`src/rtl/lcd_responder_pkg.sv`:
```
// Shared definitions for the HD44780-compatible responder: opcodes, address map, FSM encodings.
package lcd_responder_pkg;

  // Address map and geometry
  localparam int unsigned LINE_LEN    = 40;
  localparam int unsigned DDRAM_DEPTH = 80;
  localparam int unsigned AC_W        = 7;
  localparam int unsigned SHIFT_W     = 6;

  localparam logic [6:0] LINE1_BASE = 7'h00;
  localparam logic [6:0] LINE2_BASE = 7'h40;
  localparam logic [6:0] LINE1_LAST = LINE1_BASE + 7'(LINE_LEN - 1);
  localparam logic [6:0] LINE2_LAST = LINE2_BASE + 7'(LINE_LEN - 1);
  localparam logic [7:0] BLANK_CHAR = 8'h20;

  // Instruction opcode: position of the highest set bit selects the command
  localparam int unsigned OP_DDRAM_BIT = 7;
  localparam int unsigned OP_CGRAM_BIT = 6;
  localparam int unsigned OP_FUNC_BIT  = 5;
  localparam int unsigned OP_SHIFT_BIT = 4;
  localparam int unsigned OP_DISP_BIT  = 3;
  localparam int unsigned OP_ENTRY_BIT = 2;
  localparam int unsigned OP_HOME_BIT  = 1;
  localparam int unsigned OP_CLEAR_BIT = 0;

  // Operand bit positions
  localparam int unsigned FS_DL_BIT = 4;
  localparam int unsigned FS_N_BIT  = 3;
  localparam int unsigned FS_F_BIT  = 2;
  localparam int unsigned SH_SC_BIT = 3;
  localparam int unsigned SH_RL_BIT = 2;
  localparam int unsigned DC_D_BIT  = 2;
  localparam int unsigned DC_C_BIT  = 1;
  localparam int unsigned DC_B_BIT  = 0;
  localparam int unsigned EM_ID_BIT = 1;
  localparam int unsigned EM_S_BIT  = 0;

  // FSM state encodings
  localparam logic [1:0] S_INIT_FILL = 2'd0;
  localparam logic [1:0] S_IDLE      = 2'd1;
  localparam logic [1:0] S_EXEC_FILL = 2'd2;
  localparam logic [1:0] S_BUSY_WAIT = 2'd3;

  // One synchronized bus sample (E travels separately for edge detection)
  typedef struct packed {
    logic       rs;
    logic       rw;
    logic [7:0] data;
  } bus_cycle_t;

  // AC points into one of the two 40-character line windows
  function automatic logic ac_valid(input logic [6:0] ac);
    return ac[5:0] < 6'(LINE_LEN);
  endfunction

  // Linear DDRAM index for an address-counter value
  function automatic logic [6:0] ac_to_idx(input logic [6:0] ac);
    return ac[6] ? (7'(LINE_LEN) + {1'b0, ac[5:0]}) : {1'b0, ac[5:0]};
  endfunction

  // Step AC, hopping between line windows at their ends
  function automatic logic [6:0] ac_step(input logic [6:0] ac, input logic inc);
    logic [6:0] r;
    if (inc) begin
      if (ac == LINE1_LAST)      r = LINE2_BASE;
      else if (ac == LINE2_LAST) r = LINE1_BASE;
      else                       r = ac + 7'd1;
    end else begin
      if (ac == LINE2_BASE)      r = LINE1_LAST;
      else if (ac == LINE1_BASE) r = LINE2_LAST;
      else                       r = ac - 7'd1;
    end
    return r;
  endfunction

  // Display shift modulo the line length
  function automatic logic [5:0] shift_step(input logic [5:0] off, input logic inc);
    logic [5:0] r;
    if (inc) r = (off == 6'(LINE_LEN - 1)) ? 6'd0 : off + 6'd1;
    else     r = (off == 6'd0) ? 6'(LINE_LEN - 1) : off - 6'd1;
    return r;
  endfunction

endpackage

```
`src/rtl/lcd_ddram.sv`:
```
// 80x8 display RAM: one write port, synchronous read ports for the bus and the renderer.
module lcd_ddram
  import lcd_responder_pkg::*;
(
  input  logic       clk,
  input  logic       reset_i,
  input  logic       we_i,
  input  logic [6:0] waddr_i,
  input  logic [7:0] wdata_i,
  input  logic [6:0] raddr_a_i,
  output logic [7:0] rdata_a_o,
  input  logic [6:0] raddr_b_i,
  output logic [7:0] rdata_b_o
);

  logic [7:0] mem_q [DDRAM_DEPTH];
  logic [7:0] rdata_a_q;
  logic [7:0] rdata_b_q;

  // Write port; out-of-range indices are dropped
  always_ff @(posedge clk) begin
    if (we_i && (waddr_i < 7'(DDRAM_DEPTH))) mem_q[waddr_i] <= wdata_i;
  end

  // Read ports see the pre-write contents on a same-cycle collision
  always_ff @(posedge clk) begin
    if (reset_i) begin
      rdata_a_q <= 8'h00;
      rdata_b_q <= 8'h00;
    end else begin
      rdata_a_q <= (raddr_a_i < 7'(DDRAM_DEPTH)) ? mem_q[raddr_a_i] : BLANK_CHAR;
      rdata_b_q <= (raddr_b_i < 7'(DDRAM_DEPTH)) ? mem_q[raddr_b_i] : BLANK_CHAR;
    end
  end

  assign rdata_a_o = rdata_a_q;
  assign rdata_b_o = rdata_b_q;

endmodule

```
`src/rtl/lcd_responder.sv`:
```
// Device side of the HD44780 parallel bus: decodes bus cycles, owns DDRAM, AC and mode flags.
module lcd_responder
  import lcd_responder_pkg::*;
#(
  parameter int unsigned BUSY_CYCLES  = 2000,
  parameter int unsigned CLEAR_CYCLES = 82000
) (
  input  logic       clk,
  input  logic       reset,
  input  logic       lcd_e,
  input  logic       lcd_rs,
  input  logic       lcd_rw,
  input  logic [7:0] data_in,
  output logic [7:0] data_out,
  output logic       data_oe,
  input  logic [6:0] disp_addr,
  output logic [7:0] disp_char,
  output logic       busy,
  output logic       display_on,
  output logic       cursor_on,
  output logic       blink_on,
  output logic [5:0] shift_offset,
  output logic       cmd_dropped
);

  localparam int unsigned MAX_CYC = (CLEAR_CYCLES > BUSY_CYCLES) ? CLEAR_CYCLES : BUSY_CYCLES;
  localparam int unsigned CNT_W   = $clog2(MAX_CYC) + 1;
  localparam logic [CNT_W-1:0] BUSY_LOAD  = CNT_W'(BUSY_CYCLES - 1);
  localparam logic [CNT_W-1:0] HOME_LOAD  = CNT_W'(CLEAR_CYCLES - 1);
  // Clear spends DDRAM_DEPTH cycles filling, the rest of CLEAR_CYCLES waiting
  localparam logic [CNT_W-1:0] CLEAR_TAIL = CNT_W'(CLEAR_CYCLES - DDRAM_DEPTH - 1);

  // Synchronizer stages
  logic       e1_q, e2_q, e3_q;
  bus_cycle_t sync1_q, sync2_q;

  // Architectural state
  logic [1:0]         state_q, state_d;
  logic [CNT_W-1:0]   cnt_q, cnt_d;
  logic [6:0]         fill_q, fill_d;
  logic [AC_W-1:0]    ac_q, ac_d;
  logic               id_q, id_d, s_q, s_d;
  logic               dl_q, dl_d, n_q, n_d, f_q, f_d;
  logic               disp_on_q, disp_on_d, cur_on_q, cur_on_d, blink_q, blink_d;
  logic [SHIFT_W-1:0] shift_q, shift_d;
  logic               cg_q, cg_d;
  logic               dropped_q, dropped_d;
  logic               busy_q, busy_d;
  logic [7:0]         data_out_q, data_out_d;
  logic               data_oe_q, data_oe_d;

  // Combinational controls
  logic       capture_c;
  logic [7:0] cmd_c;
  logic       go_busy;
  logic       we_c;
  logic [6:0] waddr_c;
  logic [7:0] wdata_c;
  logic [6:0] bus_raddr_c;
  logic [7:0] bus_rdata;

  assign capture_c   = e3_q & ~e2_q;
  assign cmd_c       = sync2_q.data;
  assign bus_raddr_c = ac_to_idx(ac_q);

  lcd_ddram u_ddram (
    .clk       (clk),
    .reset_i   (reset),
    .we_i      (we_c),
    .waddr_i   (waddr_c),
    .wdata_i   (wdata_c),
    .raddr_a_i (bus_raddr_c),
    .rdata_a_o (bus_rdata),
    .raddr_b_i (disp_addr),
    .rdata_b_o (disp_char)
  );

  // Two-flop synchronizer plus a third E stage for falling-edge detection
  always_ff @(posedge clk) begin
    if (reset) begin
      e1_q    <= 1'b0;
      e2_q    <= 1'b0;
      e3_q    <= 1'b0;
      sync1_q <= '0;
      sync2_q <= '0;
    end else begin
      e1_q    <= lcd_e;
      e2_q    <= e1_q;
      e3_q    <= e2_q;
      sync1_q <= {lcd_rs, lcd_rw, data_in};
      sync2_q <= sync1_q;
    end
  end

  // Next-state: fill sequencing, busy countdown and command decode at E fall
  always_comb begin
    state_d   = state_q;
    cnt_d     = cnt_q;
    fill_d    = fill_q;
    ac_d      = ac_q;
    id_d      = id_q;
    s_d       = s_q;
    dl_d      = dl_q;
    n_d       = n_q;
    f_d       = f_q;
    disp_on_d = disp_on_q;
    cur_on_d  = cur_on_q;
    blink_d   = blink_q;
    shift_d   = shift_q;
    cg_d      = cg_q;
    dropped_d = dropped_q;
    go_busy   = 1'b0;
    we_c      = 1'b0;
    waddr_c   = fill_q;
    wdata_c   = BLANK_CHAR;

    case (state_q)
      S_INIT_FILL, S_EXEC_FILL: begin
        we_c   = 1'b1;
        fill_d = fill_q + 7'd1;
        if (fill_q == 7'(DDRAM_DEPTH - 1)) begin
          fill_d  = 7'd0;
          cnt_d   = CLEAR_TAIL;
          state_d = (state_q == S_INIT_FILL) ? S_IDLE : S_BUSY_WAIT;
        end
      end
      S_BUSY_WAIT: begin
        if (cnt_q == '0) state_d = S_IDLE;
        else             cnt_d   = cnt_q - CNT_W'(1);
      end
      S_IDLE: begin
        if (capture_c) begin
          if (sync2_q.rw) begin
            if (sync2_q.rs) begin
              ac_d    = ac_step(ac_q, id_q);
              go_busy = 1'b1;
            end
          end else if (sync2_q.rs) begin
            if (!cg_q) begin
              we_c    = ac_valid(ac_q);
              waddr_c = ac_to_idx(ac_q);
              wdata_c = cmd_c;
              ac_d    = ac_step(ac_q, id_q);
              if (s_q) shift_d = shift_step(shift_q, id_q);
            end
            go_busy = 1'b1;
          end else if (cmd_c[OP_DDRAM_BIT]) begin
            ac_d    = cmd_c[6:0];
            cg_d    = 1'b0;
            go_busy = 1'b1;
          end else if (cmd_c[OP_CGRAM_BIT]) begin
            cg_d    = 1'b1;
            go_busy = 1'b1;
          end else if (cmd_c[OP_FUNC_BIT]) begin
            dl_d    = cmd_c[FS_DL_BIT];
            n_d     = cmd_c[FS_N_BIT];
            f_d     = cmd_c[FS_F_BIT];
            go_busy = 1'b1;
          end else if (cmd_c[OP_SHIFT_BIT]) begin
            if (cmd_c[SH_SC_BIT]) shift_d = shift_step(shift_q, cmd_c[SH_RL_BIT]);
            else                  ac_d    = ac_step(ac_q, cmd_c[SH_RL_BIT]);
            go_busy = 1'b1;
          end else if (cmd_c[OP_DISP_BIT]) begin
            disp_on_d = cmd_c[DC_D_BIT];
            cur_on_d  = cmd_c[DC_C_BIT];
            blink_d   = cmd_c[DC_B_BIT];
            go_busy   = 1'b1;
          end else if (cmd_c[OP_ENTRY_BIT]) begin
            id_d    = cmd_c[EM_ID_BIT];
            s_d     = cmd_c[EM_S_BIT];
            go_busy = 1'b1;
          end else if (cmd_c[OP_HOME_BIT]) begin
            ac_d    = 7'h00;
            shift_d = 6'd0;
            cnt_d   = HOME_LOAD;
            state_d = S_BUSY_WAIT;
          end else if (cmd_c[OP_CLEAR_BIT]) begin
            ac_d    = 7'h00;
            id_d    = 1'b1;
            shift_d = 6'd0;
            fill_d  = 7'd0;
            state_d = S_EXEC_FILL;
          end
        end
      end
      default: state_d = S_INIT_FILL;
    endcase

    if (go_busy) begin
      state_d = S_BUSY_WAIT;
      cnt_d   = BUSY_LOAD;
    end

    if (capture_c && !sync2_q.rw && (state_q != S_IDLE)) dropped_d = 1'b1;
  end

  // Bus read response and busy flag
  always_comb begin
    busy_d     = (state_d != S_IDLE);
    data_oe_d  = e1_q & sync1_q.rw;
    data_out_d = data_out_q;
    if (e2_q && sync2_q.rw) begin
      if (sync2_q.rs) data_out_d = ac_valid(ac_q) ? bus_rdata : BLANK_CHAR;
      else            data_out_d = {busy_q, ac_q};
    end
  end

  // State registers
  always_ff @(posedge clk) begin
    if (reset) begin
      state_q    <= S_INIT_FILL;
      cnt_q      <= '0;
      fill_q     <= 7'd0;
      ac_q       <= 7'h00;
      id_q       <= 1'b1;
      s_q        <= 1'b0;
      dl_q       <= 1'b1;
      n_q        <= 1'b0;
      f_q        <= 1'b0;
      disp_on_q  <= 1'b0;
      cur_on_q   <= 1'b0;
      blink_q    <= 1'b0;
      shift_q    <= 6'd0;
      cg_q       <= 1'b0;
      dropped_q  <= 1'b0;
      busy_q     <= 1'b1;
      data_out_q <= 8'h00;
      data_oe_q  <= 1'b0;
    end else begin
      state_q    <= state_d;
      cnt_q      <= cnt_d;
      fill_q     <= fill_d;
      ac_q       <= ac_d;
      id_q       <= id_d;
      s_q        <= s_d;
      dl_q       <= dl_d;
      n_q        <= n_d;
      f_q        <= f_d;
      disp_on_q  <= disp_on_d;
      cur_on_q   <= cur_on_d;
      blink_q    <= blink_d;
      shift_q    <= shift_d;
      cg_q       <= cg_d;
      dropped_q  <= dropped_d;
      busy_q     <= busy_d;
      data_out_q <= data_out_d;
      data_oe_q  <= data_oe_d;
    end
  end

  assign data_out     = data_out_q;
  assign data_oe      = data_oe_q;
  assign busy         = busy_q;
  assign display_on   = disp_on_q;
  assign cursor_on    = cur_on_q;
  assign blink_on     = blink_q;
  assign shift_offset = shift_q;
  assign cmd_dropped  = dropped_q;

endmodule
```
`config.mk`:
```
export PLATFORM = sky130hd
export DESIGN_NAME = lcd_responder
export DESIGN_NICKNAME = d
export VERILOG_FILES = /design/src/rtl/lcd_responder_pkg.sv /design/src/rtl/lcd_ddram.sv /design/src/rtl/lcd_responder.sv
export SDC_FILE = /design/constraint.sdc
export NUM_CORES = 1
export LEC_CHECK = 0
export CORE_ASPECT_RATIO = 1.1
export CORE_MARGIN = 1.5
export CORE_UTILIZATION = 45
export DETAILED_ROUTE_END_ITERATION = 12
export PLACE_DENSITY_LB_ADDON = 0.05
export SYNTH_ARGS = -nofsm -noshare
export SYNTH_HDL_FRONTEND = slang
export SYNTH_SLANG_ARGS = --single-unit
```
`constraint.sdc`:
```
create_clock -name clk -period 3.15 [get_ports clk]
set_input_delay 0.7875 -clock clk [delete_from_list [all_inputs] [get_ports clk]]
set_output_delay 0.7875 -clock clk [all_outputs]
set_load 0.05 [all_outputs]
```
==> run_summary.xml, run 1 <==
<?xml version="1.0" encoding="UTF-8"?>
<metrics>
  <group name="outcome">
    <metric name="outcome" unit="">completed</metric>
  </group>
  <group name="global_route">
    <metric name="grt_max_degree" unit="">81</metric>
    <metric name="met2_track_usage_gr" unit="%">44.72</metric>
    <metric name="global_route.usage.met1" unit="%">38.93</metric>
    <metric name="global_route.overflow_total" unit="">0</metric>
    <metric name="groute.layer.met3.usage" unit="%">4.763</metric>
    <metric name="top_usage_layer" unit="">met2</metric>
    <metric name="first_global_vias" unit="">23080</metric>
    <metric name="gr-usage-all-layers" unit="%">27.69</metric>
    <metric name="antenna_found_initial" unit="">2</metric>
    <metric name="grt_first_pass_wirelength" unit="mm">161.1</metric>
  </group>
  <group name="logic_synthesis">
    <metric name="cell_variety_after_synth" unit="">85</metric>
    <metric name="synth.top_cell.area_share" unit="%">54.54</metric>
    <metric name="synth_edf_count" unit="">640</metric>
    <metric name="synthesis.area_per_instance" unit="um2">15.01</metric>
    <metric name="synth_cells" unit="">2348</metric>
    <metric name="register_bit_count_reported_by_yosys" unit="">736</metric>
    <metric name="yosys.cell_count.top_type" unit="">sky130_fd_sc_hd__edfxtp_1</metric>
    <metric name="synth_seq_area_share" unit="%">59.99</metric>
    <metric name="synth_warnings" unit="">0</metric>
    <metric name="synthTopCellsByCount" unit="">sky130_fd_sc_hd__edfxtp_1, sky130_fd_sc_hd__mux4_2, sky130_fd_sc_hd__nand2_1, sky130_fd_sc_hd__nor2_1, sky130_fd_sc_hd__dfxtp_1</metric>
    <metric name="synth.largest_area_cell" unit="">sky130_fd_sc_hd__edfxtp_1</metric>
    <metric name="syn_area" unit="mm2">0.03524</metric>
    <metric name="synth_fp_nets" unit="">2378</metric>
    <metric name="synthFlopType" unit="">sky130_fd_sc_hd__edfxtp_1</metric>
    <metric name="async_reset_ff_share" unit="%">0</metric>
    <metric name="yosys-top-cells-area" unit="">sky130_fd_sc_hd__edfxtp_1, sky130_fd_sc_hd__mux4_2, sky130_fd_sc_hd__dfxtp_1, sky130_fd_sc_hd__nand2_1, sky130_fd_sc_hd__mux2i_1</metric>
  </group>
  <group name="routing">
    <metric name="drt-initial-drc-count" unit="">2770</metric>
    <metric name="drt-wirelength-per-cell" unit="um">30.24</metric>
    <metric name="ant_nets" unit="">0</metric>
    <metric name="via_count" unit="">23200</metric>
    <metric name="drtPass1Iterations" unit="">6</metric>
    <metric name="detail_route.vias_per_cell" unit="">6.378</metric>
    <metric name="number_of_remaining_drc_errors" unit="">0</metric>
    <metric name="aggregate_routed_wire_length" unit="mm">110.0</metric>
  </group>
  <group name="placement">
    <metric name="gp_congestion" unit="">0.9042</metric>
    <metric name="post-dp-hpwl" unit="mm">75.48</metric>
    <metric name="placement.io_buffers" unit="">47</metric>
  </group>
  <group name="critical_path">
    <metric name="number_of_cells_traversed_by_the_worst_register_to_register_path" unit="">9</metric>
    <metric name="critical-path-slowest-cell" unit="">sky130_fd_sc_hd__dfxtp_4</metric>
    <metric name="critPathLaunchType" unit="">flip-flop</metric>
    <metric name="gate_family_responsible_for_the_most_delay_along_the_worst_path" unit="">compound AO/OA/AOI/OAI gates</metric>
    <metric name="critical_path.reg2reg.startpoint" unit="">ac_q[1]</metric>
    <metric name="worstPathCellList" unit="">buf_12, mux2i_1, a22oi_1, a221oi_1, a311oi_1, buf_4, a211oi_1, buf_4, a211oi_1</metric>
    <metric name="worstPathMaxFanout" unit="">24</metric>
    <metric name="path_class" unit="">flip-flop to flip-flop</metric>
    <metric name="required_time_of_the_critical_path" unit="ns">3.64</metric>
    <metric name="element_type_at_the_critical_path_end" unit="">flip-flop</metric>
    <metric name="worst_stage_delay_on_the_critical_path" unit="ns">0.67</metric>
    <metric name="register_to_register_setup_slack" unit="ns">0.09</metric>
    <metric name="worstReg2RegEnd" unit="">u_ddram.rdata_a_o[2]</metric>
    <metric name="worstPathBufferInverterCount" unit="">3</metric>
    <metric name="arrival" unit="ns">3.55</metric>
  </group>
  <group name="worst_hold_path">
    <metric name="min-delay-path-class" unit="">flip-flop to flip-flop</metric>
    <metric name="min_delay_path_depth" unit="">1</metric>
    <metric name="worstHoldStart" unit="">sync1_q[5]</metric>
    <metric name="hold_end" unit="">cmd_c[5]</metric>
  </group>
  <group name="run">
    <metric name="drv_cap" unit="">0</metric>
  </group>
  <group name="floorplan">
    <metric name="num_io_pins" unit="">48</metric>
    <metric name="die_h" unit="um">296.5</metric>
    <metric name="floorplan.core_area" unit="mm2">0.07752</metric>
    <metric name="floorplan.initialDensity" unit="%">45.46</metric>
    <metric name="core.rowCount" unit="">107</metric>
    <metric name="horiz_die_dim" unit="um">269.8</metric>
    <metric name="fp.dieArea" unit="mm2">0.08000</metric>
  </group>
  <group name="timing">
    <metric name="fin_worst_hold_slack" unit="ns">0.4367</metric>
    <metric name="slew_headroom" unit="%">39.41</metric>
    <metric name="grt_setup_unrepaired" unit="">false</metric>
    <metric name="timing.fmax" unit="MHz">326.8</metric>
    <metric name="timing_hold_violations_final" unit="">0</metric>
    <metric name="worst_slew_pin_slew" unit="ns">0.9089</metric>
    <metric name="finalWorstPathRequiredPeriod" unit="ns">3.060</metric>
    <metric name="finClkSkew" unit="ns">0.03082</metric>
    <metric name="drv_slew" unit="">0</metric>
    <metric name="finalCritPeriodShare" unit="%">97.14</metric>
    <metric name="final-setup-viol-count" unit="">0</metric>
  </group>
  <group name="cts">
    <metric name="worst_skew_pair.late_latency" unit="ns">0.65</metric>
    <metric name="cts_inserted_buffers" unit="">79</metric>
    <metric name="clockBufferDepth" unit="">3</metric>
    <metric name="tritoncts" unit="">done</metric>
    <metric name="clk_pin_slew" unit="ns">0.07</metric>
    <metric name="post_cts_resized" unit="">0</metric>
    <metric name="cts.repair_timing.setup_buffer_count" unit="">0</metric>
    <metric name="clock_tree.htree_level_count" unit="">3</metric>
    <metric name="clock_tree.root_cell" unit="">sky130_fd_sc_hd__clkbuf_16</metric>
    <metric name="cts_hold_buf" unit="">0</metric>
    <metric name="clock_sink_count" unit="">736</metric>
  </group>
  <group name="final_layout">
    <metric name="layout.nets" unit="">2567</metric>
    <metric name="drive_above_1_share" unit="%">26.21</metric>
    <metric name="antennaDiodeCount" unit="">0</metric>
    <metric name="layout.filler_cells" unit="">6280</metric>
    <metric name="core_utilization_of_the_finished_layout" unit="%">53.11</metric>
    <metric name="area.growth.synth_to_final" unit="%">16.83</metric>
  </group>
  <group name="power_and_ir_drop">
    <metric name="power.ir.vdd_worst" unit="uV">416.6</metric>
    <metric name="power" unit="mW">20.47</metric>
    <metric name="cellLeakagePower" unit="nW">14.49</metric>
    <metric name="power.density_cell_area" unit="mW/mm2">497.2</metric>
  </group>
</metrics>
==> area by class of cell <==
cell class	count	area (um2)	share of cell area (%)
Clock buffer	102	2063	5.012
Clock inverter	44	434.2	1.055
Inverter	23	86.33	0.2097
Multi-Input combinational cell	1418	13210	32.09
Sequential cell	736	21150	51.38
Tap cell	1035	1295	3.146
Timing Repair Buffer	279	2927	7.109
==> worst max path at each step <==
stage            startpoint                    to  slack (ns)  cells after the start
3_5_place_dp   disp_addr[0]  u_ddram.rdata_b_o[2]        0.13                      7
6_report            ac_q[1]  u_ddram.rdata_a_o[2]        0.09                      9
2_1_floorplan          cg_q   u_ddram.mem_q[0][2]       -0.33                      5
3_3_place_gp   disp_addr[0]  u_ddram.rdata_b_o[2]        0.15                      7
4_1_cts             ac_q[1]  u_ddram.rdata_a_o[2]        0.12                      9
5_1_grt             ac_q[3]  u_ddram.mem_q[75][0]        0.08                      9
==> stage by stage <==
step	setup WS [ns]	cell area, um2	TNS, ns	std cells
2_1_floorplan	-0.3259	35240	-52.14	2348
3_3_place_gp	0.1519	38670	0	3491
3_5_place_dp	0.1285	38670	0	3491
4_1_cts	0.1211	41170	0	3637
5_1_grt	0.08154	41170	0	3637
6_report	0.09023	41170	0	3637
==> worst register-to-register path, cell delays in order, from the launching register on <==
cell	delay [ns]
sky130_fd_sc_hd__dfxtp_4	0.67
sky130_fd_sc_hd__buf_12	0.27
sky130_fd_sc_hd__mux2i_1	0.27
sky130_fd_sc_hd__a22oi_1	0.13
sky130_fd_sc_hd__a221oi_1	0.44
sky130_fd_sc_hd__a311oi_1	0.09
sky130_fd_sc_hd__buf_4	0.21
sky130_fd_sc_hd__a211oi_1	0.53
sky130_fd_sc_hd__buf_4	0.23
sky130_fd_sc_hd__a211oi_1	0.06
==> layout by cell type (no fill, tap or decap), drive strengths merged, types with 14 or more instances in the layout <==
cell type / instances
dfxtp: 96
a21oi: 75
a22oi: 23
a31oi: 46
nand2: 274
edfxtp: 640
a32oi: 19
nor2b: 33
clkinv: 35
nand3: 64
o21ai: 47
a221oi: 14
clkdlybuf4s50: 41
nor2: 157
mux4: 285
nor3: 29
mux2i: 89
a311oi: 17
clkbuf: 102
nand4: 14
and3: 14
and2: 14
a211oi: 30
inv: 23
buf: 238
==> state kept, by name, indices dropped and copies added (netlist names), 2 cells and up <==
signal / cells
sync2_q: 2
data_out: 8
u_ddram.rdata_a_o: 8
ac_q: 7
fill_q: 7
cnt_q: 18
shift_offset: 6
u_ddram.mem_q: 640
state_q: 2
cmd_c: 8
u_ddram.rdata_b_o: 8
sync1_q: 10
==> where the power goes <==
part           switching (mW)  total, mW  leakage (nW)  internal [mW]
logic                   0.474      0.791          5.22          0.317
registers              0.0448       10.6          8.06           10.5
clock network            3.96       9.12          1.21           5.16
==> layer usage <==
layer | share of wire (%) | vias to the layer above
li1 | - | 9810
met1 | 42 | 12140
met2 | 48 | 1086
met3 | 8.2 | 159
met4 | 2.5 | 2
met5 | 0.011 | -
==> kinds of logic (layout without fill, tap and decap cells) <==
logic type	Yosys count	in the layout	synth area share, %
flip-flops	736	736	59.99
buffers and inverters	194	448	2.631
adder cells (fa/ha/maj)	10	10	0.3551
AO/OA/AOI/OAI	359	359	7.134
XOR/XNOR	17	17	0.4971
multiplexers	383	383	21.03
AND/OR/NAND/NOR	649	649	8.358
Power figures use the tool's default switching activity.
==> inputs of run 2 (changes only) <==
--- a/config.mk
+++ b/config.mk
@@ -6,7 +6,6 @@
 export NUM_CORES = 1
 export LEC_CHECK = 0
 export CORE_ASPECT_RATIO = 1.1
-export CORE_MARGIN = 1.5
 export CORE_UTILIZATION = 45
 export DETAILED_ROUTE_END_ITERATION = 12
 export PLACE_DENSITY_LB_ADDON = 0.05
==> run 2 against run 1 <==
Effect of this change: via count down 0.86%; final cell count about the same; critical path depth down 2; critical endpoint is now u_ddram.rdata_a_o[4]; largest power group unchanged.
==> run_summary.xml, run 2 (same netlist as run 1, synthesis figures left out) <==
<?xml version="1.0" encoding="UTF-8"?>
<metrics>
  <group name="cts">
    <metric name="worst_skew_pair.late_latency" unit="ns">0.64</metric>
    <metric name="clock_sink_count" unit="">736</metric>
    <metric name="clockBufferDepth" unit="">3</metric>
    <metric name="cts.repair_timing.setup_buffer_count" unit="">0</metric>
    <metric name="tritoncts" unit="">done</metric>
    <metric name="cts_hold_buf" unit="">0</metric>
    <metric name="clock_tree.root_cell" unit="">sky130_fd_sc_hd__clkbuf_16</metric>
    <metric name="clk_pin_slew" unit="ns">0.06</metric>
    <metric name="clock_tree.htree_level_count" unit="">3</metric>
    <metric name="cts_inserted_buffers" unit="">80</metric>
  </group>
  <group name="timing">
    <metric name="timing.fmax" unit="MHz">322.4</metric>
    <metric name="finalCritPeriodShare" unit="%">98.45</metric>
    <metric name="grt_setup_unrepaired" unit="">false</metric>
    <metric name="fin_worst_hold_slack" unit="ns">0.4324</metric>
    <metric name="slew_headroom" unit="%">32.18</metric>
    <metric name="finClkSkew" unit="ns">0.01881</metric>
    <metric name="final-setup-viol-count" unit="">0</metric>
    <metric name="drv_slew" unit="">0</metric>
    <metric name="fin_ws" unit="ns">0.04870</metric>
    <metric name="finalWorstPathRequiredPeriod" unit="ns">3.101</metric>
    <metric name="timing_hold_violations_final" unit="">0</metric>
    <metric name="worst_slew_pin_slew" unit="ns">1.017</metric>
  </group>
  <group name="final_layout">
    <metric name="layout.filler_cells" unit="">6316</metric>
    <metric name="drive_above_1_share" unit="%">26.82</metric>
    <metric name="largest_register" unit="">u_ddram.mem_q</metric>
    <metric name="area.growth.synth_to_final" unit="%">16.88</metric>
    <metric name="max_reg_flops" unit="">640</metric>
    <metric name="regArea" unit="mm2">0.02115</metric>
    <metric name="layout.nets" unit="">2565</metric>
    <metric name="mostFrequentLayoutCells" unit="">sky130_fd_sc_hd__edfxtp_1, sky130_fd_sc_hd__mux4_2, sky130_fd_sc_hd__nand2_1, sky130_fd_sc_hd__buf_4, sky130_fd_sc_hd__nor2_1</metric>
    <metric name="final_common_cell" unit="">sky130_fd_sc_hd__edfxtp_1</metric>
    <metric name="footprint_of_the_multi_input_gates" unit="mm2">0.01321</metric>
    <metric name="antennaDiodeCount" unit="">0</metric>
    <metric name="largest_registers" unit="">u_ddram.mem_q (640), cnt_q (18), sync1_q (10)</metric>
  </group>
  <group name="floorplan">
    <metric name="floorplan.core_area" unit="mm2">0.07752</metric>
    <metric name="horiz_die_dim" unit="um">268.8</metric>
    <metric name="fp.dieArea" unit="mm2">0.07943</metric>
    <metric name="num_io_pins" unit="">48</metric>
    <metric name="die_h" unit="um">295.5</metric>
    <metric name="core.rowCount" unit="">107</metric>
    <metric name="floorplan.initialDensity" unit="%">45.46</metric>
  </group>
  <group name="critical_path">
    <metric name="worstPathMaxFanout" unit="">31</metric>
    <metric name="worstPathCellList" unit="">buf_4, mux2i_1, a22oi_1, a221oi_1, a311oi_1, a211oi_1, a211oi_1</metric>
    <metric name="path_class" unit="">flip-flop to flip-flop</metric>
    <metric name="crit_top_cell" unit="">sky130_fd_sc_hd__a211oi_1</metric>
    <metric name="register_to_register_setup_slack" unit="ns">0.05</metric>
    <metric name="critPathLaunchType" unit="">flip-flop</metric>
    <metric name="critical-path-slowest-cell" unit="">sky130_fd_sc_hd__dfxtp_4</metric>
    <metric name="worstReg2RegEnd" unit="">u_ddram.rdata_a_o[4]</metric>
    <metric name="element_type_at_the_critical_path_end" unit="">flip-flop</metric>
    <metric name="worstPathBufferInverterCount" unit="">1</metric>
    <metric name="critical_path.reg2reg.startpoint" unit="">ac_q[1]</metric>
    <metric name="arrival" unit="ns">3.57</metric>
    <metric name="worst_stage_delay_on_the_critical_path" unit="ns">0.77</metric>
    <metric name="gate_family_responsible_for_the_most_delay_along_the_worst_path" unit="">compound AO/OA/AOI/OAI gates</metric>
    <metric name="required_time_of_the_critical_path" unit="ns">3.62</metric>
    <metric name="number_of_cells_traversed_by_the_worst_register_to_register_path" unit="">7</metric>
  </group>
  <group name="global_route">
    <metric name="grt_max_degree" unit="">81</metric>
    <metric name="first_global_vias" unit="">22980</metric>
    <metric name="antenna_found_initial" unit="">1</metric>
    <metric name="met2_track_usage_gr" unit="%">45.28</metric>
    <metric name="groute.layer.met3.usage" unit="%">4.873</metric>
    <metric name="global_route.usage.met1" unit="%">39.10</metric>
    <metric name="top_usage_layer" unit="">met2</metric>
    <metric name="gr-usage-all-layers" unit="%">28.15</metric>
    <metric name="global_route.overflow_total" unit="">0</metric>
    <metric name="grt_first_pass_wirelength" unit="mm">160.6</metric>
  </group>
  <group name="routing">
    <metric name="drt-initial-drc-count" unit="">2656</metric>
    <metric name="detail_route.vias_per_cell" unit="">6.322</metric>
    <metric name="ant_nets" unit="">0</metric>
    <metric name="drt-wirelength-per-cell" unit="um">30.17</metric>
    <metric name="number_of_remaining_drc_errors" unit="">0</metric>
    <metric name="drtPass1Iterations" unit="">5</metric>
    <metric name="aggregate_routed_wire_length" unit="mm">109.8</metric>
    <metric name="via_count" unit="">23000</metric>
  </group>
  <group name="run">
    <metric name="drv_cap" unit="">0</metric>
  </group>
  <group name="worst_hold_path">
    <metric name="min-delay-path-class" unit="">flip-flop to flip-flop</metric>
    <metric name="worstHoldStart" unit="">sync1_q[5]</metric>
    <metric name="hold_end" unit="">cmd_c[5]</metric>
    <metric name="min_delay_path_depth" unit="">1</metric>
  </group>
  <group name="placement">
    <metric name="post-dp-hpwl" unit="mm">74.57</metric>
    <metric name="preCtsSetupSlack" unit="ns">-0.003298</metric>
    <metric name="placement.io_buffers" unit="">47</metric>
    <metric name="gp_congestion" unit="">0.8946</metric>
  </group>
  <group name="power_and_ir_drop">
    <metric name="power.density_cell_area" unit="mW/mm2">515.4</metric>
    <metric name="power.ir.vdd_worst" unit="uV">498.5</metric>
    <metric name="cellLeakagePower" unit="nW">14.54</metric>
  </group>
  <group name="outcome">
    <metric name="outcome" unit="">completed</metric>
  </group>
</metrics>
## run 2: worst max path at each step
stage / cells after the start / slack, ns / startpoint / endpoint
after floorplan: 5 / -0.33 / cg_q / u_ddram.mem_q[0][2]
after global placement: 7 / 0.1 / disp_addr[0] / u_ddram.rdata_b_o[4]
after detailed placement: 9 / -0.003 / disp_addr[0] / u_ddram.rdata_b_o[5]
after CTS: 9 / 0.14 / ac_q[4] / u_ddram.mem_q[32][0]
after global routing: 7 / 0.04 / ac_q[1] / u_ddram.rdata_a_o[4]
final: 7 / 0.05 / ac_q[1] / u_ddram.rdata_a_o[4]
## run 2: layer usage
metal | vias up | wire [um]
met4 | 2 | 3123
met2 | 1020 | 52540
li1 | 9825 | -
met3 | 176 | 8405
met1 | 11980 | 45690
met5 | - | 13
## run 2: metrics by stage
| stage | TNS, ns | util (%) | instance area (um2) | power, mW | std cells |
|---|---|---|---|---|---|
| final | 0 | 53.13 | 41180 | 21.23 | 3638 |
| after global routing | 0 | 53.13 | 41180 | 21.77 | 3638 |
| after CTS | 0 | 53.13 | 41180 | 21.40 | 3638 |
| after detailed placement | -0.003298 | 49.55 | 38410 | 11.54 | 3488 |
| after global placement | 0 | 49.55 | 38410 | 11.54 | 3488 |
| after floorplan | -52.14 | - | 35240 | 11.21 | 2348 |
## run 2: area by class of cell
| type | instances | area share (%) |
|---|---|---|
| well taps | 1035 | 3.144 |
| flip-flops and latches | 736 | 51.36 |
| inverters | 23 | 0.2096 |
| multi-input cells | 1418 | 32.08 |
| clock buffers | 97 | 5.219 |
| clock inverters | 53 | 1.513 |
| repair buffers | 276 | 6.474 |
## run 2: what timing repair did
action	in CTS	in global routing
setup endpoints to repair	0	7
endpoints found under the hold margin	0	0
resized for setup	0	1
## run 2: report_power, final
group / internal, mW / switching [mW]
registers: 10.5 / 0.0497
clock network: 5.82 / 4.07
logic: 0.305 / 0.470
==> inputs of run 3 (changes only) <==
--- a/config.mk
+++ b/config.mk
@@ -8,6 +8,7 @@
 export CORE_ASPECT_RATIO = 1.1
 export CORE_UTILIZATION = 45
 export DETAILED_ROUTE_END_ITERATION = 12
+export HOLD_SLACK_MARGIN = 0.03
 export PLACE_DENSITY_LB_ADDON = 0.05
 export SYNTH_ARGS = -nofsm -noshare
 export SYNTH_HDL_FRONTEND = slang
==> results of run 3 <==
Same layout as run 2: the final DEF is identical, and so are final timing and power.
